**config.mk**
```make
export PLATFORM = sky130hd
export DESIGN_NAME = core_lsu
export DESIGN_NICKNAME = d
export VERILOG_FILES = /design/src/rtl/core_lsu.sv
export SDC_FILE = /design/constraint.sdc
export NUM_CORES = 1
export LEC_CHECK = 0
export ABC_AREA = 1
export CORE_AREA = 5 5 120 122
export DETAILED_ROUTE_END_ITERATION = 10
export DIE_AREA = 0 0 125 127
export PLACE_DENSITY = 0.85
export SYNTH_ARGS = -nofsm -noshare
export SYNTH_HDL_FRONTEND = slang
export SYNTH_SLANG_ARGS = --single-unit
```
**constraint.sdc**
```tcl
create_clock -name clk -period 3.4 [get_ports clk]
set_clock_uncertainty 0.2 [all_clocks]
set_input_delay 0.51 -clock clk [delete_from_list [all_inputs] [get_ports clk]]
set_output_delay 0.51 -clock clk [all_outputs]
set_load 0.01 [all_outputs]
```
**src/rtl/core_lsu.sv**
```systemverilog
// rtl/core_lsu.sv - Load/store unit: one outstanding data-memory access with lane steering and timeout.
module core_lsu #(
    parameter int TIMEOUT = 255
) (
    input  logic        clk,
    input  logic        rst_n,
    input  logic        ex_valid,
    input  logic [1:0]  ex_mem_op,
    input  logic [2:0]  ex_mem_size,
    input  logic [31:0] alu_result,
    input  logic [31:0] ex_store_data,
    input  logic [4:0]  ex_rd,
    output logic        dmem_req,
    output logic        dmem_we,
    output logic [31:0] dmem_addr,
    output logic [3:0]  dmem_be,
    output logic [31:0] dmem_wdata,
    input  logic        dmem_ack,
    input  logic [31:0] dmem_rdata,
    output logic        wb_valid,
    output logic [4:0]  wb_rd,
    output logic [31:0] wb_data,
    output logic        lsu_stall,
    output logic        lsu_misalign,
    output logic        lsu_bus_err
);

    localparam logic [1:0] S_IDLE = 2'd0;
    localparam logic [1:0] S_REQ  = 2'd1;
    localparam logic [1:0] S_RESP = 2'd2;

    logic [1:0]  state;
    logic [31:0] addr_q;
    logic [2:0]  size_q;
    logic [4:0]  rd_q;
    logic [31:0] sdata_q;
    logic        we_q;
    logic [7:0]  wait_q;
    logic [31:0] ldata_q;
    logic        misalign_q;
    logic        bus_err_q;

    logic        accept;
    logic        ex_misaligned;
    logic        in_req;
    logic        in_resp;
    logic [31:0] shifted;
    logic [31:0] load_ext;
    logic [3:0]  store_be;
    logic [31:0] store_wdata;

    // size[1:0] selects the width (00 byte, 01 half, else word); size[2] marks zero-extension.
    assign accept = (state == S_IDLE) && ex_valid && (ex_mem_op == 2'b01 || ex_mem_op == 2'b10);

    always_comb begin
        ex_misaligned = 1'b0;
        case (ex_mem_size[1:0])
            2'b00:   ex_misaligned = 1'b0;
            2'b01:   ex_misaligned = alu_result[0];
            default: ex_misaligned = (alu_result[1:0] != 2'b00);
        endcase
    end

    always_comb begin
        shifted  = dmem_rdata >> {addr_q[1:0], 3'b000};
        load_ext = shifted;
        case (size_q[1:0])
            2'b00:   load_ext = size_q[2] ? {24'd0, shifted[7:0]}  : {{24{shifted[7]}}, shifted[7:0]};
            2'b01:   load_ext = size_q[2] ? {16'd0, shifted[15:0]} : {{16{shifted[15]}}, shifted[15:0]};
            default: load_ext = shifted;
        endcase
    end

    always_comb begin
        store_be    = 4'b1111;
        store_wdata = sdata_q;
        if (we_q) begin
            case (size_q[1:0])
                2'b00: begin
                    store_be    = 4'b0001 << addr_q[1:0];
                    store_wdata = {4{sdata_q[7:0]}};
                end
                2'b01: begin
                    store_be    = addr_q[1] ? 4'b1100 : 4'b0011;
                    store_wdata = {2{sdata_q[15:0]}};
                end
                default: begin
                    store_be    = 4'b1111;
                    store_wdata = sdata_q;
                end
            endcase
        end
    end

    always_ff @(posedge clk or negedge rst_n) begin
        if (!rst_n) begin
            state      <= S_IDLE;
            addr_q     <= 32'd0;
            size_q     <= 3'd0;
            rd_q       <= 5'd0;
            sdata_q    <= 32'd0;
            we_q       <= 1'b0;
            wait_q     <= 8'd0;
            ldata_q    <= 32'd0;
            misalign_q <= 1'b0;
            bus_err_q  <= 1'b0;
        end else begin
            misalign_q <= 1'b0;
            bus_err_q  <= 1'b0;
            case (state)
                S_IDLE: begin
                    if (accept) begin
                        addr_q  <= alu_result;
                        size_q  <= ex_mem_size;
                        rd_q    <= ex_rd;
                        sdata_q <= ex_store_data;
                        we_q    <= (ex_mem_op == 2'b10);
                        wait_q  <= 8'd0;
                        if (ex_misaligned) begin
                            misalign_q <= 1'b1;
                        end else begin
                            state <= S_REQ;
                        end
                    end
                end
                S_REQ: begin
                    if (dmem_ack) begin
                        if (we_q) begin
                            state <= S_IDLE;
                        end else begin
                            ldata_q <= load_ext;
                            state   <= S_RESP;
                        end
                    end else if (wait_q == 8'(TIMEOUT - 1)) begin
                        state     <= S_IDLE;
                        bus_err_q <= 1'b1;
                    end else begin
                        wait_q <= wait_q + 8'd1;
                    end
                end
                S_RESP:  state <= S_IDLE;
                default: state <= S_IDLE;
            endcase
        end
    end

    // Bus and writeback outputs are gated by state so reset clears them without extra flops.
    assign in_req       = (state == S_REQ);
    assign in_resp      = (state == S_RESP);
    assign dmem_req     = in_req;
    assign dmem_we      = in_req & we_q;
    assign dmem_addr    = in_req ? {addr_q[31:2], 2'b00} : 32'd0;
    assign dmem_be      = in_req ? store_be : 4'd0;
    assign dmem_wdata   = in_req ? store_wdata : 32'd0;
    assign wb_valid     = in_resp;
    assign wb_rd        = in_resp ? rd_q : 5'd0;
    assign wb_data      = in_resp ? ldata_q : 32'd0;
    assign lsu_stall    = (state != S_IDLE);
    assign lsu_misalign = misalign_q;
    assign lsu_bus_err  = bus_err_q;

endmodule

```
==> impl_metrics.toml <==
[logic_synthesis]
syn_area_per_cell_um2 = 7.33
synth_top_area_cell = "dfrtp_1"
synthTopCellsByArea = "dfrtp_1 (46%), nand2_1 (11%), nor2_1 (9.8%)"
synth_seq_cells = 117
synthDominantCellAreaShare_pct = 46.4
synth_flop_cell = "dfrtp_1"
synth_cells = 861
syn_area_um2 = 6310
yosysWarningCount = 0
synth.distinct_cells = 30
synth.cells.most_frequent = "nand2_1 (179), nor2_1 (164), inv_1 (118)"
synth_most_common_cell = "nand2_1"
synthArstFlopShare_pct = 100
ys_seq_area_share_pct = 46.4
synth_edf_count = 0

[worst_hold_path]
hp-class = "register to register"
hold_depth = 1

[floorplanning]
rows = 42
die_area_um2 = 15900
start_util_pct = 48.2
core_um2 = 13100
die_h_um = 127
fp.dieW_um = 125
ios = 221

[critical_path]
end_kind = "output port"
cp.arrival_ns = 2.47
path_max_fanout = 16
worstPathRequired_ns = 2.69
path_class = "register to output port"
worstRegToRegCells = 7
cp-start-kind = "register"

[sta]
hold_ws_ns = 0.288
fin_setup_tns_ns = 0
worst_slack_ns = 0.216
period_minus_slack_ns = 3.18
relSlewSlack_pct = 51.9
fin_crit_sh_pct = 93.6
rsz0062_at_grt = "false"
drv_slew = 0
tightestPinTransition_ns = 0.720
finalSetupViolations = 0
hold_viol = 0
max_freq_mhz = 314

[clock_network]
insertion_delay_ns = 0.41
cts_hold_buf = 1
root_buffer = "clkbuf_16"
cts.clk_slew.worst_paths_ns = 0.06
htree_levels = 4
numCtsBuffers = 17
cts_setup_buffers = 0
clkSinkCount = 117
cts_max_path_buffers = 2
cts_tree = "built"
cts-resized-gates = 0

[grt]
grt_start_max_net_pins = 53
grt_pass1_vias = 6508
grt_usage_pct = 24.9
antenna_found_initial = 0
grt_pass1_wl_um = 31800
grt-ovfl-total = 0

[detailed_routing]
ant_nets = 0
via_count = 6363
drt_iter0_drc = 518
viasPerCell = 5.07
dr.pass1.iters = 5
drt_wl_total_um = 19600
wl_per_cell_um = 15.6
drc_errors = 0

[place]
io_buffers = 218
dp_hpwl_um = 14200
place.gp.congestion = 0.947
dp_slack_ns = 0.532
dpl.cell_count = 1223

[outcome]
outcome = "finished, final reports clean"

[finish]
layout-drive-gt1-share_pct = 5.74
area_delta_synth_final_pct = 46.1
instances_no_fill = 1256
antenna_cells = 0
nNetsFinal = 1180

[power]
finalPower_mw = 5.80
p_per_area_nw_per_um2 = 630
vdd_drop_max_mv = 0.397
p_leak_nw = 4.51

[flow_run]
drv_cap = 0
==> sequential cells by signal, summed over array words and instances, names as in the netlist <==
register	flops
rd_q	5
sdata_q	32
lsu_bus_err	1
size_q	3
addr_q	32
wait_q	8
ldata_q	32
we_q	1
lsu_misalign	1
state	2
==> power by group <==
part,switching [mW],internal [mW]
logic,1.11,0.786
registers,0.202,1.83
clock network,0.614,1.26
total,1.93,3.87
==> kinds of logic (layout without fill, tap and decap cells) <==
logic type / Yosys count / count (layout) / synth area share (%)
other: 1 / 2 / 0.0595
AND/OR/NAND/NOR: 426 / 426 / 27.5
buffers and inverters: 171 / 389 / 11.1
multiplexers: 23 / 23 / 4.11
adder cells (fa/ha/maj): 3 / 3 / 0.595
flip-flops: 117 / 117 / 46.4
XOR/XNOR: 3 / 3 / 0.417
AO/OA/AOI/OAI: 117 / 117 / 9.76
==> per-stage QoR <==
stage | utilization [%] | cell area, µm²
after global routing | 70.4 | 9210
after detailed placement | 65.6 | 8590
after CTS | 70.4 | 9210
final | 70.4 | 9210
after global placement | 65.6 | 8590
after floorplan | - | 6310
==> critical path: stages (launching register included) <==
cell and delay, ns:
dfrtp_1 0.43, inv_1 0.12, nor2_4 0.30, inv_1 0.28, o21ai_0 0.34, nor2_1 0.09
clkdlybuf4s50_1 0.49
==> layout make-up <==
type / instances / area [µm²]
Multi-Input combinational cell: 574 / 2690
Clock buffer: 22 / 464
Sequential cell: 117 / 2930
Fill cell: 1038 / 3870
Timing Repair Buffer: 232 / 2290
Clock inverter: 10 / 153
Inverter: 125 / 469
Tap cell: 176 / 220
==> routing by layer <==
layer | global-route usage [%] | up-vias | part of all wire, % | routed length (µm)
met2 | 41.5 | 288 | 49 | 9570
met4 | 8.04 | 0 | 1.7 | 338
met5 | 0 | - | 0 | 0
li1 | - | 3079 | - | -
met3 | 9.14 | 27 | 9.2 | 1800
met1 | 30.3 | 2969 | 40 | 7920
==> cell usage in the layout, fill, tap and decap left out, types with 5 or more instances in the layout <==
cell type	instances
inv_2	7
clkdlybuf4s50_1	217
o21ai_0	18
nor2_1	164
nand2_1	178
o21ai_1	9
dfrtp_1	117
clkinv_2	5
clkbuf_16	17
inv_1	118
a21oi_1	76
mux2_1	22
o211ai_1	7
buf_4	14
nand3_1	70
==> worst paths after layout <==
| check | startpoint | to | slack, ns |
|---|---|---|---|
| setup reg to reg | addr_q[1] | ldata_q[17] | 1.22 |
| hold / removal | sdata_q[19] | sdata_q[19] | 0.29 |
| hold reg to reg | sdata_q[19] | sdata_q[19] | 0.29 |
| min in group asynchronous | rst_n | wait_q[3] | 0.43 |
| setup / recovery | we_q | dmem_wdata[15] | 0.22 |
| max in group asynchronous | rst_n | addr_q[31] | 1.69 |
(Power assumes the default switching activity.)
